<file path="config.mk">
export PLATFORM = sky130hd
export DESIGN_NAME = seq_capture_check
export DESIGN_NICKNAME = d
export VERILOG_FILES = /design/src/rtl/seq_capture_check.sv
export SDC_FILE = /design/constraint.sdc
export NUM_CORES = 1
export LEC_CHECK = 0
export BUFFER_PORTS_ARGS = -buffer_cell sky130_fd_sc_hd__buf_2
export CELL_PAD_IN_SITES_DETAIL_PLACEMENT = 2
export CELL_PAD_IN_SITES_GLOBAL_PLACEMENT = 2
export CORE_MARGIN = 2
export CORE_UTILIZATION = 34
export CTS_CLUSTER_DIAMETER = 150
export DETAILED_ROUTE_END_ITERATION = 8
export PLACE_DENSITY_LB_ADDON = 0.12
export SLEW_MARGIN = 20
export SYNTH_ARGS = -nofsm -noshare
export SYNTH_HDL_FRONTEND = slang
export SYNTH_SLANG_ARGS = --single-unit
</file>
<file path="constraint.sdc">
create_clock -name clk -period 8.55 [get_ports clk]
set_input_delay 1.2825 -clock clk [delete_from_list [all_inputs] [get_ports clk]]
set_output_delay 1.2825 -clock clk [all_outputs]
set_load 0.05 [all_outputs]
</file>
<file path="src/rtl/seq_capture_check.sv">
// seq_capture_check: captures a player's colour entries per round, optionally
// checking each against a reference, with a per-entry inactivity timeout.
module seq_capture_check #(
  parameter int COLOUR_W = 2,
  parameter int MAX_LEN = 16,
  parameter int TIMEOUT_CYCLES = 1000,
  localparam int LEN_W = $clog2(MAX_LEN + 1),
  localparam int TW = $clog2(TIMEOUT_CYCLES)
) (
  input  logic                         clk,
  input  logic                         rst_n,
  input  logic                         en,
  input  logic                         colour_in,
  input  logic [COLOUR_W-1:0]          colour_val,
  input  logic [LEN_W-1:0]             sequence_len,
  input  logic                         check_en,
  input  logic [MAX_LEN*COLOUR_W-1:0]  expected_seq,
  output logic                         busy,
  output logic                         complete,
  output logic                         match,
  output logic                         mismatch,
  output logic                         timeout,
  output logic [LEN_W-1:0]             count,
  output logic [MAX_LEN*COLOUR_W-1:0]  sequence_val
);
  typedef enum logic [1:0] {IDLE, CAPTURE, DONE} state_t;
  state_t state;
  logic prev;
  logic [LEN_W-1:0] len, len_clip, count_nx;
  logic [TW-1:0] timer, timer_nx;
  logic accept, bad;
  always_comb begin
    len_clip = sequence_len > LEN_W'(MAX_LEN) ? LEN_W'(MAX_LEN) : sequence_len;
    accept = colour_in && !prev;
    count_nx = count + LEN_W'(1);
    timer_nx = timer + TW'(1);
    bad = check_en && colour_val != expected_seq[count*COLOUR_W +: COLOUR_W];
  end
  always_ff @(posedge clk or negedge rst_n) begin
    if (!rst_n) begin
      state <= IDLE;
      prev <= 1'b0;
      len <= '0;
      count <= '0;
      timer <= '0;
      sequence_val <= '0;
      busy <= 1'b0;
      complete <= 1'b0;
      match <= 1'b0;
      mismatch <= 1'b0;
      timeout <= 1'b0;
    end else begin
      prev <= colour_in;
      case (state)
        IDLE: if (en) begin
          len <= len_clip;
          sequence_val <= '0;
          count <= '0;
          timer <= '0;
          mismatch <= 1'b0;
          timeout <= 1'b0;
          match <= len_clip == '0;
          complete <= len_clip == '0;
          busy <= len_clip != '0;
          state <= len_clip == '0 ? DONE : CAPTURE;
        end
        CAPTURE: if (!en) begin
          state <= IDLE;
          busy <= 1'b0;
          count <= '0;
          sequence_val <= '0;
          match <= 1'b0;
          mismatch <= 1'b0;
          timeout <= 1'b0;
        end else if (accept) begin
          // accept takes priority over a timeout expiring on the same cycle
          sequence_val[count*COLOUR_W +: COLOUR_W] <= colour_val;
          count <= count_nx;
          timer <= '0;
          if (bad || count_nx == len) begin
            state <= DONE;
            busy <= 1'b0;
            complete <= 1'b1;
            mismatch <= bad;
            match <= !bad;
          end
        end else begin
          timer <= timer_nx;
          if (timer_nx == TW'(TIMEOUT_CYCLES - 1)) begin
            state <= DONE;
            busy <= 1'b0;
            complete <= 1'b1;
            timeout <= 1'b1;
          end
        end
        DONE: if (!en) begin
          state <= IDLE;
          complete <= 1'b0;
          match <= 1'b0;
          mismatch <= 1'b0;
          timeout <= 1'b0;
        end
        default: state <= IDLE;
      endcase
    end
  end
endmodule
</file>
==> results of run 1 <==
[cell type report]
| cell class | instances | area [um^2] | area share [%] |
|---|---|---|---|
| Clock buffer | 9 | 123.9 | 2.813 |
| Clock inverter | 7 | 75.07 | 1.705 |
| Inverter | 29 | 108.9 | 2.472 |
| Multi-Input combinational cell | 313 | 1978 | 44.93 |
| Sequential cell | 60 | 1501 | 34.10 |
| Tap cell | 140 | 175.2 | 3.978 |
| Timing Repair Buffer | 87 | 440.4 | 10.00 |
[metal layers]
layer	part of all wire, %	GRT usage [%]
met5	0	0
met4	1.1	5.037
met3	3.2	2.652
met2	52	39.44
met1	44	26.97
[worst max-delay path by stage]
stage / to / cells past startpoint
6_report: count[2] / 6
5_1_grt: count[2] / 6
4_1_cts: sequence_val[21] / 6
3_5_place_dp: sequence_val[21] / 6
3_3_place_gp: sequence_val[21] / 6
2_1_floorplan: sequence_val[24] / 14
[synthesized netlist by cell type, types with 2 or more instances]
cell	n
nand3_1	12
o211ai_1	2
ha_1	12
mux2i_1	18
a31oi_1	4
and2_1	5
a22oi_1	3
clkbuf_1	18
nor2b_1	6
and4_1	2
o31ai_1	2
o21a_1	2
o2bb2ai_1	7
nor3b_1	2
nand4_1	9
o22ai_1	14
o21ai_0	49
nand2b_1	12
nor3_1	4
nor2_1	19
nor4_1	6
or3_1	2
inv_1	29
a21o_1	6
o22a_1	2
a22o_1	2
a21oi_1	25
o21ai_1	2
buf_2	3
or2_2	3
buf_1	2
xor2_1	3
xnor2_1	3
dfrtp_1	60
a211o_1	2
nand2_1	50
and3_1	3
[through the flow]
| step | hold WS (ps) | cells | setup slack [ps] | power (mW) | util (%) |
|---|---|---|---|---|---|
| 6_report | 501.4 | 645 | 5368 | 1.179 | 41.16 |
| 3_3_place_gp | 469.1 | 629 | 5054 | 0.8912 | 39.30 |
| 4_1_cts | 511.7 | 645 | 5344 | 1.193 | 41.16 |
| 5_1_grt | 537.4 | 645 | 5059 | 1.269 | 41.16 |
| 3_5_place_dp | 493.7 | 629 | 4957 | 0.9167 | 39.30 |
| 2_1_floorplan | 449.8 | 427 | 5183 | 0.7674 | - |
[flip-flops by register name (all words and copies together), names as in the netlist]
signal	count
sequence_val	32
busy	1
timeout	1
timer	10
count	5
prev	1
complete	1
mismatch	1
len	5
match	1
state	2
[worst register-to-register path, stage by stage (launching register included)]
cell	delay [ps]
dfrtp_1	330
buf_4	400
inv_1	170
ha_1	340
and2_1	210
ha_1	190
or3_1	300
a211oi_1	390
nand3b_1	210
a21o_1	230
nand2_1	80
o21ai_0	80
[cells by family (layout without fill, tap and decap cells)]
logic type,after synthesis,count (layout)
AND/OR/NAND/NOR,142,142
AO/OA/AOI/OAI,132,132
flip-flops,60,60
buffers and inverters,54,132
multiplexers,21,21
adder cells (fa/ha/maj),12,12
XOR/XNOR,6,6
[report_power, final]
part	internal (mW)	switching, mW
Combinational	0.189	0.368
Clock	0.136	0.135
Sequential	0.318	0.0331
==> impl_summary.txt, run 1 <==
----------------------------------------------------
[STA]
  Final sum of negative setup slack ... 0 ps
  Layout Skew ... 10.21 ps
  Final Hold Vio Count ... 0
  Final-report max-slew violation count ... 0
  Post-route clock period utilization ... 37.21%
  Finish-stage setup viols ... 0
  Actual slew at the worst max-slew pin ... 820.9 ps
  Headroom to the max-slew limit ... 45.27%
  Final period demand of the worst path ... 3182 ps
  Unrepaired setup endpoints after global routing ... false
  Max Fclk ... 314.3 MHz

[Global routing]
  Initial antenna violation count ... 0
  Total grt overflow ... 0
  Vias in the first global route ... 3896
  Overall fraction of global-route tracks in use ... 21.55%
  Pin count of the biggest net entering global routing ... 61
  Wire length of the first global-routing pass ... 19930 um

[Logic synthesis]
  Area fraction in compound gates after synthesis ... 21.97%
  Synthesized net count ... 483
  Mean cell area of the mapped netlist ... 8.644 um^2
  Multiplexer share of the synthesized area ... 6.102%
  Prevailing post-synth register cell ... dfrtp_1
  Post-synthesis cell area ... 0.003691 mm^2
  Syn Inst Count ... 427
  Number of flip-flops and latches in the synthesized netlist ... 60
  Most area-consuming cells after synthesis ... dfrtp_1 41%, o21ai_0 6.6%, nand2_1 5.1%, mux2i_1 4.9%, ha_1 4.1%
  Yosys synthesis warning count ... 0
  Number of distinct library cells after synthesis ... 59
  Main combinational cell family by area after synthesis ... compound AO/OA/AOI/OAI gates
  Number of enable-type register cells in the synthesized netlist ... 0
  Synthesized-area fraction occupied by adder cells ... 4.068%
  Fraction of the yosys area taken by sequential cells ... 40.68%
  Cell type with the highest aggregate area in the netlist ... dfrtp_1
  Async set or reset register ratio after synthesis ... 100.0%
  Post-Synth Simple-Gate Area ... 20.03%
  Synth top area share ... 40.68%
  Share of the synthesized netlist area taken by xor and xnor gates ... 1.424%

[Power]
  Maximum VDD drop ... 0.1273 mV
  Standby leakage power ... 2.016 nW
  Power per standard cell area ... 267.7 mW/mm^2

[Clocking]
  Skew-Pair Late Insertion Delay ... 350 ps
  Clock slew at the register clock pins of the worst setup and hold paths ... 80 ps
  CTS tree ... built
  Clock sink total ... 60
  TritonCTS Buffers ... 9
  Cell at the root of the clock tree ... clkbuf_8
  Gates resized, CTS repair ... 0
  Post-CTS Repair Setup Buffers ... 0
  Number of levels in the clock H-tree ... 3
  Clk buf depth ... 2
  Cts hold-fix bufs ... 0

[Status]
  Outcome ... finished, final reports clean

[Worst hold path]
  Cells on Worst Hold Path ... 2
  Worst hold-check path type ... flop to flop
  Hold Path End ... len[0]
  Hold path start ... len[0]

[Detailed routing]
  Routed length per placed instance ... 18.58 um
  Detail-routed via count per cell ... 5.417
  Via count ... 3494
  Residual DRC ... 0
  Residual antenna-violating net count after detailed routing ... 0
  Length of the first detailed-routing pass in iterations ... 4
  Drt initial violations ... 74
  Overall routed net length ... 11980 um

[Setup path]
  Start of the worst register-to-register path ... count[0]
  Worst Path Class, Setup ... input port to flop
  Max FO, Critical Path ... 25
  Number of buffer and inverter instances along the worst setup path ... 1
  Worst EP arrival ... 3430 ps
  Ordered cell list for the critical path ... buf_2, and2_1, nand2_1, nand2_1, o21ai_0, o21ai_0
  Startpoint Class ... input port
  Worst setup path startpoint ... en
  CP required ... 8800 ps
  Kind of capture point of the worst setup path ... flop
  Depth of the most critical reg-to-reg path ... 11
  Gate family responsible for the most delay along the worst path ... simple AND/OR/NAND/NOR gates
  End of the worst register-to-register path ... sequence_val[24]
  Worst reg-to-reg setup slack ... 5480 ps
  Slowest cell on the critical path ... nand2_1
  Delay of the slowest cell on the worst path ... 720 ps

[Final layout]
  Most common cell after layout, fill and taps aside ... buf_2
  Number of inserted filler cells in the final layout ... 1243
  Fraction of layout cells with a size suffix above 1 ... 21.98%
  Net count of the finished layout ... 556
  Layout overhead on the synthesized area ... 19.29%
  Total inserted antenna cells ... 0
  Post-Layout Inst Area ... 0.004403 mm^2
  Top library cells by usage in the layout, fill and taps aside ... 85 x buf_2, 60 x dfrtp_1, 50 x nand2_1

[Floorplanning]
  Area of the die ... 0.01171 mm^2
  Overall die width ... 108.2 um
  Area of the core ... 0.01070 mm^2
  Row Count ... 38
  Starting density of the core ... 34.50%
  Boundary Pins ... 86
  Die height ... 108.2 um

[Placed design]
  Instance area at placement ... 0.004204 mm^2
  Global placement routability congestion ... 0.7747
  Detail Placement HPWL ... 8818 um
  Number of buffers added on ports ... 85

[Job]
  Number of violations of the max-capacitance limit ... 0

----------------------------------------------------
Power figures use the tool's default switching activity.
==> inputs of run 2 (changes only) <==
Settings changed: CORE_UTILIZATION 34 to 32.
Clock period 8.55 ns to 3.23 ns, I/O delays scaled along.
==> impl_summary.txt, run 2 (same netlist as run 1, synthesis figures left out) <==
----------------------------------------------------
[Status]
  Outcome ... finished, final reports clean

[Clocking]
  Number of levels in the clock H-tree ... 3
  Skew-Pair Late Insertion Delay ... 330 ps
  TritonCTS Buffers ... 9
  Clk buf depth ... 2
  Gates resized, CTS repair ... 0
  CTS tree ... built
  Cell at the root of the clock tree ... clkbuf_16
  Post-CTS Repair Setup Buffers ... 0
  Clock sink total ... 60
  Cts hold-fix bufs ... 0
  Clock slew at the register clock pins of the worst setup and hold paths ... 60 ps

[Setup path]
  Start of the worst register-to-register path ... timer[0]
  Worst EP arrival ... 3060 ps
  End of the worst register-to-register path ... state[1]
  Depth of the most critical reg-to-reg path ... 8
  Worst reg-to-reg setup slack ... 380 ps
  Startpoint Class ... flop
  Kind of capture point of the worst setup path ... flop
  CP required ... 3440 ps
  Max FO, Critical Path ... 8
  Worst Path Class, Setup ... flop to flop

[Global routing]
  Total grt overflow ... 0
  Pin count of the biggest net entering global routing ... 31
  Initial antenna violation count ... 0
  Wire length of the first global-routing pass ... 20510 um
  Vias in the first global route ... 3855
  Overall fraction of global-route tracks in use ... 20.51%

[Job]
  Number of violations of the max-capacitance limit ... 0

[STA]
  Final Hold Vio Count ... 0
  Headroom to the max-slew limit ... 50.73%
  Minimum hold slack ... 49.74 ps
  Final period demand of the worst path ... 2850 ps
  Post-route clock period utilization ... 88.23%
  Final sum of negative setup slack ... 0 ps
  Actual slew at the worst max-slew pin ... 734.1 ps
  Unrepaired setup endpoints after global routing ... false
  Fin worst setup slack ... 380.1 ps
  Layout Skew ... 9.394 ps
  Final-report max-slew violation count ... 0
  Max Fclk ... 350.9 MHz
  Finish-stage setup viols ... 0

[Final layout]
  Flip-flop count of the largest register after layout ... 32
  Net count of the finished layout ... 563
  Registers with the most flip-flops ... sequence_val: 32 flops, timer: 10 flops
  Most common cell after layout, fill and taps aside ... buf_2
  Layout overhead on the synthesized area ... 23.39%
  Top library cells by usage in the layout, fill and taps aside ... 85 x buf_2, 59 x dfrtp_1, 50 x nand2_1
  Number of inserted filler cells in the final layout ... 1261
  Top register by number of flip-flops ... sequence_val
  Total inserted antenna cells ... 0
  Fraction of layout cells with a size suffix above 1 ... 23.05%

[Placed design]
  Detail Placement HPWL ... 9267 um
  Number of buffers added on ports ... 85
  Minimum setup slack after placement ... 384.2 ps
  Global placement routability congestion ... 0.7750

[Floorplanning]
  Area of the die ... 0.01241 mm^2
  Area of the core ... 0.01132 mm^2
  Starting density of the core ... 32.60%
  Die height ... 111.4 um
  Overall die width ... 111.4 um
  Boundary Pins ... 86
  Row Count ... 39

[Detailed routing]
  Detail-routed via count per cell ... 5.307
  Residual antenna-violating net count after detailed routing ... 0
  Residual DRC ... 0
  Drt initial violations ... 68
  Via count ... 3476
  Routed length per placed instance ... 18.74 um
  Overall routed net length ... 12280 um
  Length of the first detailed-routing pass in iterations ... 4

[Power]
  Maximum VDD drop ... 0.3347 mV
  Standby leakage power ... 2.083 nW
  Power per standard cell area ... 752.5 mW/mm^2

[Worst hold path]
  Worst hold-check path type ... input port to async pin

----------------------------------------------------
==> run 2: changes by cell type in the layout (fill, tap and decap cells not counted), sizes merged <==
cell      delta
buf          +7
clkbuf       +1
clkinv       -3
clkinvlp     +2
==> run 2: metal layers <==
layer	share of wire, %	global-route usage [%]	up-vias
li1	-	-	1678
met4	0.83	5.267	0
met5	0	0	-
met3	2.5	3.321	7
met1	44	25.40	1743
met2	52	37.24	48
==> run 2: worst max-delay path: stages (launching register included) <==
cell	delay, ps
dfrtp_1	470
ha_1	330
and4_1	280
nor4_1	230
o21ai_1	110
a2111o_1	430
a221o_1	360
a21oi_2	160
mux2_1	350
==> run 2: power by group <==
group,switching (mW),internal (mW)
logic,0.973,0.535
registers,0.110,0.845
clock network,0.367,0.597
==> run 2: worst max path at each step <==
stage                         from                to  slack [ps]  cells past startpoint
after CTS                 timer[0]          state[1]         360                      8
after global routing      count[1]  sequence_val[24]          90                     10
after detailed placement  timer[0]          state[1]         380                      8
after global placement    timer[0]          state[1]         470                      8
final                     timer[0]          state[1]         380                      8
after floorplan           count[0]  sequence_val[24]          30                     14
==> run 2: layout make-up <==
type / instances / area [um^2] / area share (%)
multi-input cells: 313 / 1978 / 43.43
well taps: 143 / 178.9 / 3.929
flip-flops and latches: 60 / 1503 / 32.99
repair buffers: 94 / 493.0 / 10.82
inverters: 29 / 108.9 / 2.390
clock buffers: 10 / 229.0 / 5.027
clock inverters: 6 / 63.81 / 1.401
==> run 2: through the flow <==
step           cells  power (mW)  area (um^2)  utilization [%]
2_1_floorplan    427       2.033         3692                -
3_3_place_gp     639       2.406         4262            37.64
3_5_place_dp     639       2.485         4262            37.64
4_1_cts          655       3.477         4554            40.23
5_1_grt          655       3.656         4554            40.23
6_report         655       3.427         4554            40.23
==> inputs of run 3 (changes only) <==
Settings changed: ABC_AREA set to 1, CORE_UTILIZATION 32 to 30.
==> impl_summary.txt, run 3 <==
----------------------------------------------------
[Logic synthesis]
  Most numerous cell in the Yosys netlist ... nand2_1
  Yosys synthesis warning count ... 0
  Area fraction in compound gates after synthesis ... 12.70%
  Number of enable-type register cells in the synthesized netlist ... 0
  Number of flip-flops and latches in the synthesized netlist ... 60
  Synth top area share ... 40.31%
  Number of distinct library cells after synthesis ... 34
  Cell type with the highest aggregate area in the netlist ... dfrtp_1
  Multiplexer share of the synthesized area ... 0%
  Fraction of the yosys area taken by sequential cells ... 40.31%
  Share of the synthesized netlist area taken by xor and xnor gates ... 3.325%
  Synthesized-area fraction occupied by adder cells ... 4.031%
  Async set or reset register ratio after synthesis ... 100.0%
  Mean cell area of the mapped netlist ... 7.405 um^2
  Prevailing post-synth register cell ... dfrtp_1
  Post-Synth Simple-Gate Area ... 29.76%
  Post-synthesis cell area ... 0.003725 mm^2
  Most area-consuming cells after synthesis ... dfrtp_1 40%, nand2_1 13%, o21ai_0 7.4%, inv_1 7.0%, nand3_1 5.8%
  Main combinational cell family by area after synthesis ... simple AND/OR/NAND/NOR gates
  Synthesized net count ... 559
  Post-synth top cells ... 132 x nand2_1, 69 x inv_1, 60 x dfrtp_1
  Syn Inst Count ... 503

[Final layout]
  Top register by number of flip-flops ... sequence_val
  Fraction of layout cells with a size suffix above 1 ... 22.09%
  Flip-flop count of the largest register after layout ... 32
  Number of inserted filler cells in the final layout ... 1468
  Top library cells by usage in the layout, fill and taps aside ... 132 x nand2_1, 85 x buf_2, 69 x inv_1
  Registers with the most flip-flops ... sequence_val: 32 flops, timer: 10 flops
  Total inserted antenna cells ... 0
  Net count of the finished layout ... 645
  Layout overhead on the synthesized area ... 24.49%
  Most common cell after layout, fill and taps aside ... nand2_1

[STA]
  Layout Skew ... 3.497 ps
  Unrepaired setup endpoints after global routing ... false
  Final sum of negative setup slack ... 0 ps
  Final Hold Vio Count ... 0
  Fin worst setup slack ... 392.7 ps
  Max Fclk ... 352.5 MHz
  Actual slew at the worst max-slew pin ... 925.1 ps
  Finish-stage setup viols ... 0
  Final-report max-slew violation count ... 0
  Post-route clock period utilization ... 87.84%
  Final period demand of the worst path ... 2837 ps
  Headroom to the max-slew limit ... 38.26%

[Power]
  Power per standard cell area ... 854.0 mW/mm^2
  Maximum VDD drop ... 0.2585 mV
  Standby leakage power ... 2.388 nW

[Floorplanning]
  Starting density of the core ... 30.88%
  Row Count ... 40
  Boundary Pins ... 86
  Die height ... 115.4 um
  Area of the die ... 0.01332 mm^2
  Area of the core ... 0.01206 mm^2
  Overall die width ... 115.4 um

[Detailed routing]
  Routed length per placed instance ... 16.92 um
  Overall routed net length ... 12870 um
  Detail-routed via count per cell ... 4.911
  Drt initial violations ... 107
  Residual DRC ... 0
  Length of the first detailed-routing pass in iterations ... 4
  Via count ... 3737
  Residual antenna-violating net count after detailed routing ... 0

[Placed design]
  Minimum setup slack after placement ... 425.7 ps
  Number of buffers added on ports ... 85
  Global placement routability congestion ... 0.7899
  Detail Placement HPWL ... 9855 um

[Worst hold path]
  Worst hold-check path type ... input port to async pin

[Global routing]
  Initial antenna violation count ... 0
  Overall fraction of global-route tracks in use ... 20.67%
  Pin count of the biggest net entering global routing ... 29
  Vias in the first global route ... 4148
  Total grt overflow ... 0
  Wire length of the first global-routing pass ... 21600 um

[Clocking]
  Number of levels in the clock H-tree ... 3
  Skew-Pair Late Insertion Delay ... 330 ps
  Clk buf depth ... 2
  Post-CTS Repair Setup Buffers ... 0
  TritonCTS Buffers ... 9
  Cts hold-fix bufs ... 0
  CTS tree ... built
  Clock slew at the register clock pins of the worst setup and hold paths ... 50 ps
  Gates resized, CTS repair ... 0
  Cell at the root of the clock tree ... clkbuf_16
  Clock sink total ... 60

[Setup path]
  CP required ... 3440 ps
  Worst Path Class, Setup ... flop to flop
  Number of buffer and inverter instances along the worst setup path ... 2
  Startpoint Class ... flop
  Worst EP arrival ... 3040 ps
  Max FO, Critical Path ... 13
  Delay of the slowest cell on the worst path ... 630 ps
  Gate family responsible for the most delay along the worst path ... simple AND/OR/NAND/NOR gates
  Worst reg-to-reg setup slack ... 390 ps
  Ordered cell list for the critical path ... inv_2, ha_1, nand2_1, nor2_1, ha_1, inv_1, nor4_1, o21ai_0, nand2_1, o21ai_0
  Slowest cell on the critical path ... dfrtp_1
  Kind of capture point of the worst setup path ... flop

[Status]
  Outcome ... finished, final reports clean

[Job]
  Number of violations of the max-capacitance limit ... 0

----------------------------------------------------
run 3: cell type report:
class | instances | area (um^2) | area share, %
tap | 168 | 210.2 | 4.533
clock buffer | 11 | 252.7 | 5.451
multi-input combinational | 353 | 1856 | 40.02
sequential | 60 | 1501 | 32.38
inverter | 75 | 281.5 | 6.071
clock inverter | 4 | 72.57 | 1.565
timing repair buffer | 90 | 462.9 | 9.984
run 3: routing by layer:
layer  track usage, %  part of all wire, %
met4            5.060                 0.98
met3            3.243                  3.0
met5                0                    0
met1            26.83                   46
met2            36.10                   50
run 3: final timing paths:
| path | from | endpoint | cells past startpoint |
|---|---|---|---|
| worst min-delay path | rst_n | sequence_val[22] | 1 |
| min in group clk | colour_in | prev | 1 |
| max in group asynchronous | rst_n | sequence_val[24] | 2 |
| worst max register to register | count[1] | sequence_val[18] | 10 |
| worst max-delay path | count[1] | sequence_val[18] | 10 |
| worst min register to register | busy | busy | 2 |
run 3: kinds of logic (layout without fill, tap and decap cells):
| logic type | Yosys count | in the layout |
|---|---|---|
| XOR/XNOR | 12 | 12 |
| flip-flops | 60 | 60 |
| adder cells (fa/ha/maj) | 12 | 12 |
| AO/OA/AOI/OAI | 82 | 82 |
| AND/OR/NAND/NOR | 247 | 247 |
| buffers and inverters | 90 | 180 |
run 3: metrics by stage:
step / hold WS, ps / cell area [um^2] / power [mW] / utilization [%] / std cells
final: 178.7 / 4637 / 3.960 / 38.44 / 761
after global routing: 233.5 / 4637 / 4.290 / 38.44 / 761
after CTS: 202.1 / 4637 / 4.005 / 38.44 / 761
after detailed placement: 467.6 / 4312 / 2.904 / 35.75 / 746
after global placement: 453.1 / 4312 / 2.817 / 35.75 / 746
after floorplan: 188.9 / 3725 / 2.359 / - / 503
run 3: where the power goes:
| part | switching, mW | internal [mW] |
|---|---|---|
| clock | 0.357 | 0.712 |
| sequential | 0.102 | 0.840 |
| combinational | 1.43 | 0.522 |
| total | 1.89 | 2.07 |
